--- config.mk ---
export PLATFORM = sky130hd
export DESIGN_NAME = display_scan_4dig
export DESIGN_NICKNAME = d
export VERILOG_FILES = /design/src/rtl/display_scan_4dig_pkg.sv /design/src/rtl/display_scan_4dig_seg7_decode.sv /design/src/rtl/display_scan_4dig.sv
export SDC_FILE = /design/constraint.sdc
export NUM_CORES = 1
export LEC_CHECK = 0
export CORE_MARGIN = 2
export CORE_UTILIZATION = 62
export CTS_BUF_LIST = sky130_fd_sc_hd__clkbuf_16
export CTS_CLUSTER_DIAMETER = 100
export DETAILED_ROUTE_END_ITERATION = 10
export DONT_BUFFER_PORTS = 1
export GPL_ROUTABILITY_DRIVEN = 0
export PLACE_DENSITY = 0.78
export RECOVER_POWER = 25
export SLEW_MARGIN = 20
export SYNTH_ARGS = -nofsm -noshare
export SYNTH_HDL_FRONTEND = slang
export SYNTH_HIERARCHICAL = 1
export SYNTH_SLANG_ARGS = --single-unit
--- constraint.sdc ---
create_clock -name clk -period 5.31 [get_ports clk]
set_clock_uncertainty 0.1 [all_clocks]
set_input_delay 1.062 -clock clk [delete_from_list [all_inputs] [get_ports clk]]
set_output_delay 1.062 -clock clk [all_outputs]
set_load 0.005 [all_outputs]
--- src/rtl/display_scan_4dig_pkg.sv ---
// Shared constants for the 4-digit scanned 7-segment display: segment codes,
// digit index encoding and the legal count ranges of the two cascaded counters.
package display_scan_4dig_pkg;

  typedef enum logic [1:0] {DIG0, DIG1, DIG2, DIG3} dig_e;

  // Active-high segment codes, bit order {g,f,e,d,c,b,a}
  localparam logic [6:0] SEG_0     = 7'h3F;
  localparam logic [6:0] SEG_1     = 7'h06;
  localparam logic [6:0] SEG_2     = 7'h5B;
  localparam logic [6:0] SEG_3     = 7'h4F;
  localparam logic [6:0] SEG_4     = 7'h66;
  localparam logic [6:0] SEG_5     = 7'h6D;
  localparam logic [6:0] SEG_6     = 7'h7D;
  localparam logic [6:0] SEG_7     = 7'h07;
  localparam logic [6:0] SEG_8     = 7'h7F;
  localparam logic [6:0] SEG_9     = 7'h6F;
  localparam logic [6:0] SEG_DASH  = 7'h40;
  localparam logic [6:0] SEG_BLANK = 7'h00;

  localparam int unsigned MAX_A = 11;
  localparam int unsigned MAX_B = 10;

endpackage

--- src/rtl/display_scan_4dig_seg7_decode.sv ---
// Combinational digit-to-segment decoder; dash wins over blank, blank over the digit.
module display_scan_4dig_seg7_decode
  import display_scan_4dig_pkg::*;
(
  input  logic [3:0] i_code,
  input  logic       i_blank,
  input  logic       i_dash,
  output logic [6:0] o_seg
);

  always_comb begin
    o_seg = SEG_BLANK;
    if (i_dash) begin
      o_seg = SEG_DASH;
    end else if (!i_blank) begin
      case (i_code)
        4'd0:    o_seg = SEG_0;
        4'd1:    o_seg = SEG_1;
        4'd2:    o_seg = SEG_2;
        4'd3:    o_seg = SEG_3;
        4'd4:    o_seg = SEG_4;
        4'd5:    o_seg = SEG_5;
        4'd6:    o_seg = SEG_6;
        4'd7:    o_seg = SEG_7;
        4'd8:    o_seg = SEG_8;
        4'd9:    o_seg = SEG_9;
        default: o_seg = SEG_BLANK;
      endcase
    end
  end

endmodule

--- src/rtl/display_scan_4dig.sv ---
// Time-multiplexed 4-digit 7-segment driver showing two counts as tens/units pairs,
// with a once-per-frame snapshot so a frame never mixes old and new counts.
module display_scan_4dig
  import display_scan_4dig_pkg::*;
#(
  parameter int unsigned REFRESH_DIV    = 50000,
  parameter bit          ACTIVE_LOW_SEG = 1'b1,
  parameter bit          ACTIVE_LOW_AN  = 1'b1
) (
  input  logic       clk,
  input  logic       rst,
  input  logic [3:0] cnt_a,
  input  logic [3:0] cnt_b,
  input  logic       blank_lead,
  output logic [6:0] seg,
  output logic       dp,
  output logic [3:0] an,
  output logic       frame_start
);

  localparam int unsigned     PreW     = $clog2(REFRESH_DIV);
  localparam logic [PreW-1:0] PreLast  = PreW'(REFRESH_DIV - 1);
  localparam logic [6:0]      SegOff   = {7{ACTIVE_LOW_SEG}};
  localparam logic [3:0]      AnOff    = {4{ACTIVE_LOW_AN}};

  logic [PreW-1:0] r_pre;
  dig_e            r_dig;
  logic [3:0]      r_snap_a;
  logic [3:0]      r_snap_b;

  logic            w_tick;
  logic            w_load;
  dig_e            w_dig_d;
  logic [3:0]      w_snap_a_d;
  logic [3:0]      w_snap_b_d;
  logic [3:0]      w_val;
  logic            w_is_tens;
  logic            w_dash;
  logic [3:0]      w_tens;
  logic [3:0]      w_units;
  logic [3:0]      w_code;
  logic            w_blank;
  logic [6:0]      w_seg_hi;
  logic [3:0]      w_an_hi;

  // Outputs are derived from the next digit index and next snapshot so they
  // change on the same edge as the scan state.
  always_comb begin
    w_tick     = (r_pre == PreLast);
    w_load     = w_tick && (r_dig == DIG3);
    w_dig_d    = w_tick ? dig_e'(r_dig + 2'd1) : r_dig;
    w_snap_a_d = w_load ? cnt_a : r_snap_a;
    w_snap_b_d = w_load ? cnt_b : r_snap_b;
    w_val      = (w_dig_d == DIG0 || w_dig_d == DIG1) ? w_snap_a_d : w_snap_b_d;
    w_is_tens  = (w_dig_d == DIG1 || w_dig_d == DIG3);
    w_dash     = (w_val > 4'(MAX_A));
    w_tens     = (w_val >= 4'd10) ? 4'd1 : 4'd0;
    w_units    = (w_val >= 4'd10) ? (w_val - 4'd10) : w_val;
    w_code     = w_is_tens ? w_tens : w_units;
    w_blank    = blank_lead && w_is_tens && (w_tens == 4'd0);
    w_an_hi    = 4'b0001 << w_dig_d;
  end

  display_scan_4dig_seg7_decode u_decode (
    .i_code  (w_code),
    .i_blank (w_blank),
    .i_dash  (w_dash),
    .o_seg   (w_seg_hi)
  );

  always_ff @(posedge clk or posedge rst) begin
    if (rst) begin
      r_pre       <= '0;
      r_dig       <= DIG3;
      r_snap_a    <= '0;
      r_snap_b    <= '0;
      seg         <= SegOff;
      dp          <= ACTIVE_LOW_SEG;
      an          <= AnOff;
      frame_start <= 1'b0;
    end else begin
      r_pre       <= w_tick ? '0 : r_pre + 1'b1;
      r_dig       <= w_dig_d;
      r_snap_a    <= w_snap_a_d;
      r_snap_b    <= w_snap_b_d;
      frame_start <= w_load;
      // Display ports only move on a tick, which keeps them dark until the first one.
      if (w_tick) begin
        seg <= w_seg_hi ^ SegOff;
        dp  <= (w_dig_d == DIG2) ^ ACTIVE_LOW_SEG;
        an  <= w_an_hi ^ AnOff;
      end
    end
  end

endmodule

==> impl_results.md <==
- Status: finished with violations
- Failing checks: max-capacitance violations, max-slew violations
- Post-CTS sizing: 0
- DR vias/cell: 5.812
- Mapped Cells: 192
- Critical path endpoint category: flip-flop
- Ys async rst share: 1.000
- Residual DRC: 0
- Core Rows: 20
- Final setup fails: 0
- Post-Place Cells: 231
- Main combinational cell family by area after synthesis: simple AND/OR/NAND/NOR gates
- Synth Register Bits: 38
- Yosys cell types: 49
- Final Routed Wirelength: 3681 um
- CTS clock-pin slew for the worst setup and hold paths: 0.06 ns
- Post-synth top area cell: dfrtp_1
- Num Clock Sinks: 38
- Synth top area cells: dfrtp_1, dfstp_2, ha_1
- Non-Filler Instances: 239
- Max-cap violations: 1
- Critical path class: flip-flop to flip-flop
- Setup WS pre-CTS: 0.8759 ns
- Antenna Nets Post-Route: 0
- Core ar.: 3103 sq um
- Worst slew margin: -0.3172
- Drt wl/cell: 15.40 um
- Area Growth Syn to Fin: 10.15%
- Overflow after GRT: 0
- Vias in the first global route: 1351
- Syn. warnings: 6
- IO buf count: 0
- NumNets Final: 213
- All-Layer GR Usage: 0.2288
- Fin. Hold Viols: 0
- First-pass GRT wire length: 6237 um
- Leakage power: 1.077 nW
- Total nets after synthesis: 211
- Most common cell in the netlist: dfrtp_1
- Filler Cells Inserted: 229
- F_max: 219.7 MHz
- Post-Synth XOR/XNOR Area: 0.06789
- Yosys top cell area share: 0.3058
- Fin Setup TNS: 0 ns
- Max FO, Critical Path: 16
- Prevailing post-synth register cell: dfrtp_1
- N_diodes: 0
- Critical Path AT: 4.64 ns
- Die area: 3775 sq um
- Syn_area_per_cell: 10.65 sq um
- Post-synthesis mux area share: 0.06789
- # Post-CTS Setup Buffers: 0
- IR drop worst, VDD: 0.0001489 V
- Setup crit start kind: flip-flop
- # IOs: 24
- Post-route cell area: 2253 sq um
- Post-Synth Simple-Gate Area: 0.1841
- Synth Area in Adders: 0.04893
- Final min period: 4.551 ns
- Least-Margin Pin Slew: 1.976 ns
- Type of the worst min-delay path: flip-flop to flip-flop
- Hold buffer count at cts: 0
- Share of layout cells above drive strength 1: 0.1795
- Htree depth: 2
- CTS root buffer: clkbuf_16
- Num CTS Buffers: 5
- CP required: 5.40 ns
- Final Max Tran Viols: 39
- Pre-antenna DRT Iters: 4
- Placed inst area: 2068 sq um
- RSZ-0062 raised after global routing: false
- DIE HEIGHT: 61.44 um
- Via count: 1389
- Fin worst setup slack: 0.7592 ns
- Compound-gate portion of the synthesized area: 0.1058
- Top cells by count, synth: dfrtp_1, inv_1, nand2_1, nor2_1, o21ai_0
- Number of synthesized flops with an enable pin: 0
- Initial antenna violation count: 0
- Worst-Skew Late Latency: 0.28 ns
- Post-DP HPWL: 2684 um
- Seq/Total Area, Yosys: 0.4728
- CTS tree: yes
- Clock Tree Buf Depth: 2
- Initial core utilization: 0.6593
- Hold slack: 0.3791 ns
- Pin count of the biggest net entering global routing: 39
- Area of the multi-input gates: 970.9 sq um
- Drt initial violations: 106
- Post-Syn Area: 2046 sq um
- Fin crit share: 0.8570
- Die W: 61.44 um
- Register Area: 967.2 sq um
- Pwr dens: 299.7 nW/um^2
==> critical path, stage by stage (launching register included) <==
cell and delay [ns]:
dfrtp_1 0.43, or4_4 0.60, or4_4 0.65, mux2i_4 0.31
mux2i_1 0.43, inv_1 0.10, ha_1 0.31, a211oi_1 0.82
mux2_4 0.36, a211oi_2 0.21, o21ai_0 0.13
==> where the power goes <==
group	leakage (nW)	switching, W	internal [W]
logic	0.520	0.00000533	0.000000322
registers	0.465	0	0.000290
clock network	0.0915	0.000112	0.000267
total	1.08	0.000118	0.000558
==> registers in the layout, indices dropped and copies added, names as in the netlist <==
signal and cells:
an 4, frame_start 1, seg 7, r_pre 16, r_snap_b 4, r_dig 2, r_snap_a 4
==> layout make-up <==
class | count | area share
clock inverter | 3 | 0.02832
sequential | 38 | 0.4292
clock buffer | 5 | 0.05552
inverter | 16 | 0.02665
timing repair buffer | 2 | 0.004997
multi-input combinational | 131 | 0.4309
tap | 44 | 0.02443
==> cell usage in the layout (no fill, tap or decap), types with 2 or more instances in the layout <==
master / Yosys / routed
bufinv_16: 0 / 2
dfstp_2: 13 / 13
a211oi_2: 2 / 2
nand2b_1: 2 / 2
xor2_1: 6 / 6
a211oi_1: 2 / 2
nand4_1: 4 / 4
nand3_1: 6 / 6
o21a_1: 2 / 2
o21ai_0: 14 / 14
nor4_4: 2 / 2
nor3_1: 2 / 2
a31oi_1: 5 / 5
mux2i_1: 9 / 9
nand2_1: 14 / 14
or4_4: 2 / 2
xnor2_1: 8 / 8
dfrtp_1: 25 / 25
and3_1: 4 / 4
a21oi_1: 3 / 3
ha_1: 8 / 8
inv_1: 15 / 15
nor2_1: 14 / 14
and2_1: 2 / 2
clkbuf_16: 0 / 5
==> logic make-up (layout without fill, tap and decap cells) <==
logic type / Yosys count / after routing
and+or+nand+nor: 63 / 63
DFF: 38 / 38
AOI/OAI and AO/OA: 33 / 33
buffers and inverters: 23 / 26
xor gates and xnor gates: 15 / 15
muxes: 12 / 12
adders and majority gates: 8 / 8
==> routing by layer <==
| metal | share of wire | track usage |
|---|---|---|
| met4 | 0.020 | 0.09119 |
| met5 | 0 | 0 |
| met2 | 0.51 | 0.3723 |
| met1 | 0.44 | 0.2848 |
| met3 | 0.035 | 0.07143 |
==> through the flow <==
step                      power (W)  utilization
final                     0.0006755       0.7262
after global routing      0.0006971       0.7262
after CTS                 0.0006811       0.7274
after detailed placement  0.0003014       0.6665
after global placement    0.0003012       0.6665
after floorplan           0.0002993            -
==> path summary, 6_finish.rpt <==
path	startpoint	endpoint	slack (ns)	cells after the start
setup / recovery	r_pre[5]	seg[0]	0.76	10
min in group asynchronous	rst	r_snap_a[2]	1.28	2
max in group asynchronous	rst	r_pre[11]	2.69	2
hold / removal	r_snap_b[2]	r_snap_b[2]	0.38	2
setup reg to reg	r_pre[5]	seg[0]	0.76	10
hold reg to reg	r_snap_b[2]	r_snap_b[2]	0.38	2
(Power assumes the default switching activity.)
